==> config.mk <==
export PLATFORM = sky130hd
export DESIGN_NAME = ysyx_24080006_scoreboard
export DESIGN_NICKNAME = d
export VERILOG_FILES = /design/src/rtl/ysyx_24080006_pkg.sv /design/src/rtl/ysyx_24080006_scoreboard.sv
export SDC_FILE = /design/constraint.sdc
export NUM_CORES = 1
export LEC_CHECK = 0
export BUFFER_PORTS_ARGS = -buffer_cell sky130_fd_sc_hd__buf_4
export CAP_MARGIN = 40
export CORE_ASPECT_RATIO = 0.7
export CORE_MARGIN = 1
export CORE_UTILIZATION = 58
export CTS_CLUSTER_SIZE = 16
export DETAILED_ROUTE_END_ITERATION = 10
export PLACE_DENSITY = 0.95
export SLEW_MARGIN = 30
export SYNTH_ARGS = -nofsm -noshare
export SYNTH_HDL_FRONTEND = slang
export SYNTH_SLANG_ARGS = --single-unit
==> constraint.sdc <==
create_clock -name clock -period 8.6 [get_ports clock]
set_clock_uncertainty 0.1 [all_clocks]
set_input_delay 1.72 -clock clock [delete_from_list [all_inputs] [get_ports clock]]
set_output_delay 1.72 -clock clock [all_outputs]
set_load 0.005 [all_outputs]
==> src/rtl/ysyx_24080006_pkg.sv <==
// Shared types and constants for the ysyx_24080006 core slice.
package ysyx_24080006_pkg;

  localparam int REG_WIDTH = 4;

  typedef logic [1:0] scoreboard_cnt_t;

endpackage

==> src/rtl/ysyx_24080006_scoreboard.sv <==
// Register scoreboard: tracks outstanding GPR writes, stalls or bypasses
// hazardous sources at issue, and counts stalled issue cycles.
module ysyx_24080006_scoreboard
  import ysyx_24080006_pkg::scoreboard_cnt_t;
#(
  parameter int REG_WIDTH    = ysyx_24080006_pkg::REG_WIDTH,
  parameter int MAX_INFLIGHT = 3
) (
  input  logic                 clock,
  input  logic                 reset,
  input  logic                 issue_valid,
  output logic                 issue_ready,
  input  logic [REG_WIDTH-1:0] issue_rs1,
  input  logic [REG_WIDTH-1:0] issue_rs2,
  input  logic [REG_WIDTH-1:0] issue_rd,
  input  logic                 issue_rs1_used,
  input  logic                 issue_rs2_used,
  input  logic                 issue_rd_we,
  input  logic                 wb_valid,
  input  logic [REG_WIDTH-1:0] wb_rd,
  input  logic [31:0]          wb_data,
  input  logic                 flush,
  output logic                 fwd_rs1_en,
  output logic                 fwd_rs2_en,
  output logic [31:0]          fwd_data,
  output logic [1:0]           inflight,
  output logic [31:0]          stall_cnt,
  output logic                 wb_err
);

  localparam int         NUM_REGS  = 1 << REG_WIDTH;
  localparam logic [1:0] MAX_LIMIT = 2'(MAX_INFLIGHT);

  // Two bits per register, register i at bits [2i+1:2i].
  logic [2*NUM_REGS-1:0] cnt_q, cnt_d;
  logic [1:0]            inflight_d;

  function automatic scoreboard_cnt_t cnt_of(input logic [REG_WIDTH-1:0] idx);
    return cnt_q[{idx, 1'b0} +: 2];
  endfunction

  scoreboard_cnt_t rs1_cnt, rs2_cnt, rd_cnt, wb_cnt;
  logic rs1_haz, rs2_haz, rs1_fwd, rs2_fwd;
  logic wb_hit, wb_bad, rd_track, rd_block, issue_fire;

  assign rs1_cnt = cnt_of(issue_rs1);
  assign rs2_cnt = cnt_of(issue_rs2);
  assign rd_cnt  = cnt_of(issue_rd);
  assign wb_cnt  = cnt_of(wb_rd);

  assign rs1_haz = issue_rs1_used && (issue_rs1 != '0) && (rs1_cnt != 2'd0);
  assign rs2_haz = issue_rs2_used && (issue_rs2 != '0) && (rs2_cnt != 2'd0);

  // Only the last outstanding write may be bypassed from the writeback port.
  assign rs1_fwd = rs1_haz && (rs1_cnt == 2'd1) && wb_valid && (wb_rd == issue_rs1);
  assign rs2_fwd = rs2_haz && (rs2_cnt == 2'd1) && wb_valid && (wb_rd == issue_rs2);

  assign wb_hit = wb_valid && (wb_rd != '0) && (wb_cnt != 2'd0);
  assign wb_bad = wb_valid && (wb_rd != '0) && (wb_cnt == 2'd0);

  assign rd_track = issue_rd_we && (issue_rd != '0);
  assign rd_block = rd_track && (((inflight == MAX_LIMIT) && !wb_hit) || (rd_cnt == 2'd3));

  assign issue_ready = !flush && !(rs1_haz && !rs1_fwd) && !(rs2_haz && !rs2_fwd) && !rd_block;
  assign issue_fire  = issue_valid && issue_ready && rd_track;

  assign fwd_rs1_en = rs1_fwd;
  assign fwd_rs2_en = rs2_fwd;
  assign fwd_data   = (rs1_fwd || rs2_fwd) ? wb_data : 32'd0;

  always_comb begin
    // NOTE: defaults first so every path assigns cnt_d/inflight_d -- no latch.
    cnt_d      = cnt_q;
    inflight_d = inflight;
    for (int i = 1; i < NUM_REGS; i++) begin
      if (issue_fire && (issue_rd == REG_WIDTH'(i)) && !(wb_hit && (wb_rd == REG_WIDTH'(i))))
        cnt_d[2*i +: 2] = cnt_q[2*i +: 2] + 2'd1;
      else if (wb_hit && (wb_rd == REG_WIDTH'(i)) && !(issue_fire && (issue_rd == REG_WIDTH'(i))))
        cnt_d[2*i +: 2] = cnt_q[2*i +: 2] - 2'd1;
    end
    case ({issue_fire, wb_hit})
      2'b10:   inflight_d = inflight + 2'd1;
      2'b01:   inflight_d = inflight - 2'd1;
      default: inflight_d = inflight;
    endcase
  end

  // NOTE: state registers use non-blocking assignments so all updates see
  // pre-edge values.
  always_ff @(posedge clock) begin
    if (reset) begin
      cnt_q     <= '0;
      inflight  <= '0;
      stall_cnt <= '0;
      wb_err    <= 1'b0;
    end else begin
      stall_cnt <= stall_cnt + 32'(issue_valid && !issue_ready);
      wb_err    <= wb_bad;
      if (flush) begin
        cnt_q    <= '0;
        inflight <= '0;
      end else begin
        cnt_q    <= cnt_d;
        inflight <= inflight_d;
      end
    end
  end

endmodule

Yosys cells after proc, flatten, opt, wreduce, memory -nomap -nowiden
Cells that the tools add are included.
Operators by class
  add/subtract/negate cells: 33
  equality and inequality tests: 38
  shifts and indexed selects: 4
  multiplexer cells: 32
  reductions and logical operators: 149
Operators by type and width (count)
  variable part select 32 x 6 -> 2 bit: 4
  logical AND 1 bit: 84
  == test 4 bit, second input constant: 16
  2-to-1 mux 2 bit: 30
  zero test 1 bit: 38
  nonzero test 2 bit: 19
  adder 2 x 1 -> 2 bit, second input constant: 16
  adder 32 x 1 -> 32 bit: 1
  == test 4 x 3 -> 1 bit, second input constant: 8
  2-to-1 mux 32 bit: 1
  subtractor 2 x 1 -> 2 bit, second input constant: 16
  == test 4 x 2 -> 1 bit, second input constant: 4
  nonzero test 4 bit: 4
  == test 4 x 1 -> 1 bit, second input constant: 2
  == test 4 bit: 2
  == test 2 x 1 -> 1 bit, second input constant: 3
  == test 2 bit, second input constant: 3
  one-hot mux 2 bit (2 select lines): 1
  zero test 2 bit: 1
  logical OR 1 bit: 2
  OR reduction 2 bit: 1
Storage, ports and cells
  register bits: 65
  bits of input ports: 56
  output and inout port bits: 70
  logic and storage cells: 274

Logic depth before layout (Yosys ltp)
Gate-level depths: netlist of run 1.
  depth in word-level cells: 19
  mapped depth: 16
  gate-level depth less buffers: 13

Worst setup path after synthesis of run 1
Ideal clock, no wire load.
  path type: input port to output port
  start point: input port issue_rd[0]
  end point: output port issue_ready
  arrival time: 3.570 ns
  data required time: 6.780 ns
  slack: 3.210 ns
  cell stages on the path: 10
  buffers on the path: 4
  cell sequence: buf_6 -> buf_8 -> mux2_4 -> a221oi_2 -> nor3_1 -> o22a_1 -> a2111o_1 -> buf_6 -> buf_8 -> nor3_2
On the way
  cells in the longest elaborated chain, start to end: 6
  elaborated cells between the ends (all ways): 8
  those cells by class: eq/ne: 1; shift: 1; reduce/logical: 6
RTL lines
  start, declared: line ysyx_24080006_scoreboard.sv:15  | input logic [REG_WIDTH-1:0] issue_rd,
  variable part select 32 x 6 -> 2 bit: line ysyx_24080006_scoreboard.sv:39  | return cnt_q[{idx, 1'b0} +: 2];
  == test 2 bit: line ysyx_24080006_scoreboard.sv:62  | assign rd_block = rd_track && (((inflight == MAX_LIMIT) && !wb_hit) || (rd_cnt == 2'd3));
  logical OR 1 bit: line ysyx_24080006_scoreboard.sv:62
  logical AND 1 bit (*): line ysyx_24080006_scoreboard.sv:62
  zero test 1 bit (*): line ysyx_24080006_scoreboard.sv:64  | assign issue_ready = !flush && !(rs1_haz && !rs1_fwd) && !(rs2_haz && !rs2_fwd) && !rd_block;
  logical AND 1 bit (*): line ysyx_24080006_scoreboard.sv:64
  end, declared: line ysyx_24080006_scoreboard.sv:12  | output logic issue_ready,
Every way passes the cells marked *; elsewhere a longest branch is shown, timed or not.

Worst setup path in the final report of run 1
  start point: input port issue_rs2[2]
  end point: output port issue_ready
On the way
  cells in the longest elaborated chain, start to end: 11
  elaborated cells between the ends (all ways): 15
  those cells by class: eq/ne: 2; shift: 1; reduce/logical: 12
RTL lines
  start, declared: line ysyx_24080006_scoreboard.sv:14  | input logic [REG_WIDTH-1:0] issue_rs2,
  variable part select 32 x 6 -> 2 bit or nonzero test 4 bit (tied branches): line ysyx_24080006_scoreboard.sv:39, ysyx_24080006_scoreboard.sv:52
  nonzero test 2 bit or logical AND 1 bit (tied branches): line ysyx_24080006_scoreboard.sv:52  | assign rs2_haz = issue_rs2_used && (issue_rs2 != '0) && (rs2_cnt != 2'd0);
  logical AND 1 bit: line ysyx_24080006_scoreboard.sv:52
  logical AND 1 bit (3 in series): line ysyx_24080006_scoreboard.sv:56  | assign rs2_fwd = rs2_haz && (rs2_cnt == 2'd1) && wb_valid && (wb_rd == issue_rs2);
  zero test 1 bit: line ysyx_24080006_scoreboard.sv:64
  logical AND 1 bit (*): line ysyx_24080006_scoreboard.sv:64
  zero test 1 bit (*): line ysyx_24080006_scoreboard.sv:64
  logical AND 1 bit (*) (2 in series): line ysyx_24080006_scoreboard.sv:64
Marked as above.

==> flow_summary.json, run 1 <==
{
  "status": "complete, no violations",
  "holdWs_ns": 0.4308,
  "drc": 0,
  "tns_ns": 0,
  "fin_nets": 725,
  "cts_hold_buf": 0,
  "wl_mm": 14.89,
  "grt_usage": 0.3457,
  "async_flop_share": 0,
  "clkSinkCount": 65,
  "relSlewSlack": 0.4564,
  "rsz0062_at_grt": "no",
  "ir_drop_mv": 0.1581,
  "netlist_instances": 546,
  "path_class": "in -> out",
  "clk_pin_slew_ns": 0.05,
  "grt_pass1_wl_mm": 23.41,
  "rrSetupSlack_ns": 4.26,
  "ys_ff_latch": 65,
  "port_buffers": 125,
  "min_period_over_period": 0.6979,
  "drt_first_pass_iters": 6,
  "ant_nets": 0,
  "syn_to_final_growth_pct": 24.13,
  "worst-path-max-fanout": 18,
  "cts_setup_buffers": 0,
  "yosysTopAreaCell": "dfxtp_1",
  "vias": 4862,
  "synth_fp_nets": 620,
  "yosysTopAreaCellShare": 0.2719,
  "worstPathRequired_ns": 6.78,
  "rows": 27,
  "cts_max_path_buffers": 2,
  "io_pins": 126,
  "endpoint": "issue_ready",
  "ys_seq_area_frac": 0.2719,
  "clk-insertion-delay-late_ns": 0.33,
  "ys.warnings.count": 0,
  "root_buffer": "clkbuf_16",
  "final.min_clock_period_ns": 6.002,
  "worst_r2r_endpoint": "stall_cnt[30]",
  "antenna_found_initial": 0,
  "syn_area_um2": 4786,
  "critPathLaunchType": "input pin",
  "cts_tree": "done",
  "syn_avg_cell_area_um2": 8.765,
  "gp_congestion": 1.082,
  "mostFrequentLayoutCell": "buf_4",
  "dp_hpwl_mm": 10.89,
  "synth_cell_type_count": 62,
  "power.density_nw_per_um2": 125.8,
  "dieArea_um2": 8624,
  "n_antenna_cell": 0,
  "slew_violations": 0,
  "setup_viol": 0,
  "hold_class": "reg -> reg",
  "tightestPinTransition_ns": 0.8079,
  "crit_arrival_ns": 4.18,
  "drt_iter0_markers": 441,
  "die_w_um": 110.6,
  "regToRegStartpoint": "cnt_q[16]",
  "cts_resized": 0,
  "place_inst": 741,
  "cts_buffers": 9,
  "grt_start_max_net_pins": 35,
  "grt_overflow": 0,
  "synth_area_leaders": "dfxtp_1 (27%), xor2_1 (9.2%), mux4_2 (7.5%), nor2_1 (5.0%), and2_1 (5.0%)",
  "leakage_nw": 2.454,
  "maxCapViolations": 0,
  "h-tree-depth": 3,
  "final_cells": 757,
  "synth-main-ff-cell": "dfxtp_1",
  "critPathLaunch": "issue_rs2[2]",
  "worst_setup_path_end_kind": "primary output",
  "synth-edff-count": 0,
  "initial_core_util": 0.6028,
  "grt_pass1_vias": 4712,
  "via_per_inst": 6.423,
  "coreArea_um2": 7939,
  "drive_gt1_frac": 0.2820,
  "fmax_ghz": 0.1666,
  "final_cell_mix": "buf_4 (125), dfxtp_1 (65), nor2_1 (64)",
  "hold_viol_final": 0,
  "worstRegToRegCells": 12,
  "fp.dieH_um": 78,
  "detail_route.wl_per_cell_um": 19.67
}
registers in the layout (all words and copies together) (netlist names):
name / cells
cnt_q: 30
inflight: 2
stall_cnt: 32
wb_err: 1
area by class of cell:
type | count | area (um2)
clock buffer | 9 | 225.2
clock inverter | 7 | 71.32
fill | 569 | 1998
inverter | 3 | 11.26
multi-input combinational | 447 | 3267
sequential | 65 | 1301
tap | 101 | 126.4
timing repair buffer | 125 | 938.4
worst max-delay path: stages:
cell	delay (ns)
buf_4	0.19
mux4_1	0.58
a22oi_1	0.22
o31a_2	0.19
nor2_1	0.06
a2111o_1	0.74
nor3_2	0.33
buf_4	0.15
how the worst min path moves through the flow:
stage                        from  slack (ns)       endpoint  depth (start not counted)
finish              stall_cnt[15]        0.43  stall_cnt[15]                          2
global route        stall_cnt[27]        0.45  stall_cnt[27]                          2
floorplan           stall_cnt[27]        0.38  stall_cnt[27]                          2
detailed placement  stall_cnt[31]        0.42  stall_cnt[31]                          2
global placement    stall_cnt[27]        0.38  stall_cnt[27]                          2
CTS                 stall_cnt[15]        0.43  stall_cnt[15]                          2
power breakdown:
group          total (W)  leakage [nW]  internal [W]  switching [W]
Clock           0.000362         0.137      0.000223       0.000138
Sequential      0.000305         0.524      0.000303     0.00000208
Combinational  0.0000807          1.79     0.0000374      0.0000433
Total           0.000747          2.45      0.000564       0.000183
through the flow:
step | instance area, um2 | utilization | setup slack, ns | total power, W
2_1_floorplan | 4786 | - | 3.210 | 0.0003611
3_3_place_gp | 5644 | 0.7110 | 2.770 | 0.0003862
3_5_place_dp | 5644 | 0.7110 | 2.650 | 0.0003898
4_1_cts | 5941 | 0.7483 | 2.640 | 0.0007485
5_1_grt | 5941 | 0.7483 | 2.460 | 0.0007705
6_report | 5941 | 0.7483 | 2.598 | 0.0007472
cells by family after synthesis:
| kind of cell | share of synthesized area |
|---|---|
| XOR/XNOR | 0.1135 |
| buffers and inverters | 0.04549 |
| AO/OA/AOI/OAI | 0.1035 |
| flip-flops | 0.2719 |
| multiplexers | 0.1291 |
| adder cells (fa/ha/maj) | 0.04706 |
| AND/OR/NAND/NOR | 0.2894 |
layer usage:
metal	wire, um	up-vias	GRT usage
li1	-	2157	-
met1	5342	2252	0.3882
met2	6949	345	0.5776
met3	1863	108	0.1234
met4	735	0	0.1880
met5	0	-	0
synthesized netlist by cell type, types with 8 or more instances:
master    instances
dfxtp_1          65
nor2_1           64
xor2_1           50
nand2_1          40
and2_1           38
o21ai_0          25
a21oi_1          24
or3_1            24
ha_1             18
nand3_1          17
mux4_2           16
clkbuf_1         15
nand4_1          13
xnor2_1          12
nor2b_1          11
nor3_1           11
nor3_2           11
and3_1            8
buf_6             8
Power figures use the tool's default switching activity.
==> run 2: changes to the inputs <==
- ABC_AREA: unset -> 1
- CORE_UTILIZATION: 58 -> 49
- PLACE_DENSITY: 0.95 -> 0.89
- clock period: 8.6 -> 5.4 ns (I/O delays scaled with it)
==> flow_summary.json, run 2 <==
{
  "critPathLaunchType": "input pin",
  "regMostFlops": "stall_cnt",
  "syn_avg_cell_area_um2": 6.115,
  "drive_gt1_frac": 0.1853,
  "worst_setup_path_end_kind": "register",
  "syn_area_um2": 4935,
  "yosys.area_share.simple": 0.3702,
  "dp_hpwl_mm": 11.64,
  "fin_nets": 997,
  "n_antenna_cell": 0,
  "yosysTopAreaCellShare": 0.2637,
  "synth_cell_type_count": 39,
  "synthAdderAreaFrac": 0.04564,
  "worst-path-max-fanout": 7,
  "vias": 5639,
  "tightestPinTransition_ns": 0.8257,
  "slew_violations": 0,
  "ir_drop_mv": 0.1559,
  "cts_hold_buf": 0,
  "die_w_um": 121.9,
  "initial_core_util": 0.5076,
  "netlist_instances": 807,
  "ant_nets": 0,
  "cts_setup_buffers": 0,
  "synthXorXnorAreaFrac": 0.03905,
  "detail_route.wl_per_cell_um": 14.37,
  "h-tree-depth": 3,
  "cts_buffers": 9,
  "path_class": "in -> reg",
  "fmax_ghz": 0.2257,
  "yosysTopAreaCell": "dfxtp_1",
  "crit_top_cell": "nor2_1",
  "muxShareOfSynthArea": 0,
  "ys_ff_latch": 65,
  "drt_iter0_markers": 661,
  "max_stage_delay_ns": 0.29,
  "fp.dieH_um": 85.96,
  "drt_first_pass_iters": 6,
  "grt_start_max_net_pins": 33,
  "grt_overflow": 0,
  "hold_class": "reg -> reg",
  "cts_resized": 0,
  "syn_to_final_growth_pct": 26.19,
  "fillers": 880,
  "grt_pass1_wl_mm": 23.88,
  "synth-main-ff-cell": "dfxtp_1",
  "min_period_over_period": 0.8204,
  "gp_congestion": 1.022,
  "power.switching_w": 0.0003160,
  "p_sw_frac": 0.2545,
  "grt_pass1_vias": 4845,
  "reg_top3": "stall_cnt: 32 flops, cnt_q: 30 flops, inflight: 2 flops",
  "rsz0062_at_grt": "no",
  "grt_usage": 0.2919,
  "p_clk_frac": 0.486,
  "synth-edff-count": 0,
  "crit_arrival_ns": 4.56,
  "p_total_w": 0.001241,
  "clk-insertion-delay-late_ns": 0.34,
  "synth_top_family_by_area": "simple AND/OR/NAND/NOR gates",
  "ys.warnings.count": 0,
  "io_pins": 126,
  "final_cell_mix": "nand2_1 (180), nor2_1 (128), buf_4 (125)",
  "synth_compound_area_frac": 0.1575,
  "antenna_found_initial": 0,
  "cp_slowest_cell": "nor2_1",
  "largest_reg_flops": 32,
  "cts_tree": "done",
  "setup_viol": 0,
  "clk_pin_slew_ns": 0.06,
  "wl_mm": 15.17,
  "yosysMostFrequentCell": "nand2_1",
  "tns_ns": 0,
  "pwr-share-comb": 0.123,
  "final.min_clock_period_ns": 4.430,
  "worstPathRequired_ns": 5.53,
  "dieArea_um2": 10480,
  "clkSinkCount": 65,
  "coreArea_um2": 9722,
  "crit_family": "simple AND/OR/NAND/NOR gates",
  "synth_common_cells": "nand2_1 (181), nor2_1 (129), inv_1 (123), dfxtp_1 (65), nand3_1 (57)",
  "synth_area_leaders": "dfxtp_1 (26%), nand2_1 (14%), nor2_1 (9.8%), inv_1 (9.4%), nand3_1 (5.8%)",
  "synth_fp_nets": 881,
  "leakage_nw": 2.879,
  "status": "complete, no violations",
  "via_per_inst": 5.340,
  "mostFrequentLayoutCell": "nand2_1",
  "maxCapViolations": 0,
  "p_seq_frac": 0.391,
  "cellInternalPower_w": 0.0009255,
  "async_flop_share": 0,
  "rows": 30,
  "cts_max_path_buffers": 2,
  "ys_seq_area_frac": 0.2637,
  "root_buffer": "clkbuf_16",
  "crit_buf_inv": 3,
  "drc": 0,
  "relSlewSlack": 0.4453,
  "hold_viol_final": 0,
  "power.density_nw_per_um2": 199.4,
  "port_buffers": 125
}
run 2: changes by cell type in the layout (fill, tap and decap cells not counted), moves of 16 or more:
cell / previous run / this run
mux4_2: 16 / 0
a21oi_1: 24 / 47
nand3_1: 17 / 57
o21ai_0: 25 / 42
inv_1: 3 / 123
o21a_1: 1 / 21
or3_1: 24 / 0
xor2_1: 50 / 21
and2_1: 38 / 0
nand2_1: 40 / 180
nor2_1: 64 / 128
run 2: final cells by class:
class                      count  area (um2)  share of cell area
timing repair buffer         125       938.4              0.1507
multi-input combinational    594        3032              0.4868
clock inverter                 5       62.56             0.01005
sequential                    65        1301              0.2090
clock buffer                  11       252.7             0.04059
inverter                     128       480.5             0.07715
tap                          128       160.2             0.02572
run 2: kinds of logic after synthesis:
group,Yosys count
compound gates,137
xor+xnor,22
fa+ha+maj,18
buf+inv,148
flops,65
simple gates,417
run 2: final timing paths:
check / endpoint / cells past startpoint / from / slack [ns]
setup / recovery: stall_cnt[28] / 27 / issue_rd[1] / 0.97
setup reg to reg: stall_cnt[28] / 28 / cnt_q[10] / 1.59
hold / removal: stall_cnt[25] / 2 / stall_cnt[25] / 0.40
hold reg to reg: stall_cnt[25] / 2 / stall_cnt[25] / 0.40
run 2: tightest hold or removal path, stage by stage, from the launching register on:
cell and delay, ns:
dfxtp_1 0.33, inv_1 0.07, a21oi_1 0.05
run 2: metal layers:
layer	share of wire	track usage	up-vias	wire, um
li1	-	-	2811	-
met4	0.019	0.09091	0	281
met1	0.45	0.4138	2498	6757
met5	0	0	-	0
met3	0.12	0.09375	35	1817
met2	0.42	0.4129	295	6317
run 2: stage by stage:
stage	instance area (um2)	util	hold WS, ns	setup slack, ns	cells
6_report	6227	0.6405	0.3979	0.9698	1056
5_1_grt	6227	0.6405	0.4336	0.5536	1056
4_1_cts	6227	0.6405	0.3986	1.043	1056
3_5_place_dp	5912	0.6081	0.3880	0.7293	1040
3_3_place_gp	5904	0.6073	0.3735	0.8683	1040
2_1_floorplan	4935	-	0.3683	1.362	807
run 2: power by group through the flow:
| stage | Sequential (W) | Clock (W) | Combinational, W |
|---|---|---|---|
| after floorplan | 0.000495 | 0 | 0.0000867 |
| after global placement | 0.000495 | 0 | 0.000147 |
| after detailed placement | 0.000495 | 0 | 0.000147 |
| after CTS | 0.000485 | 0.000615 | 0.000148 |
| after global routing | 0.000485 | 0.000639 | 0.000167 |
| final | 0.000485 | 0.000604 | 0.000153 |
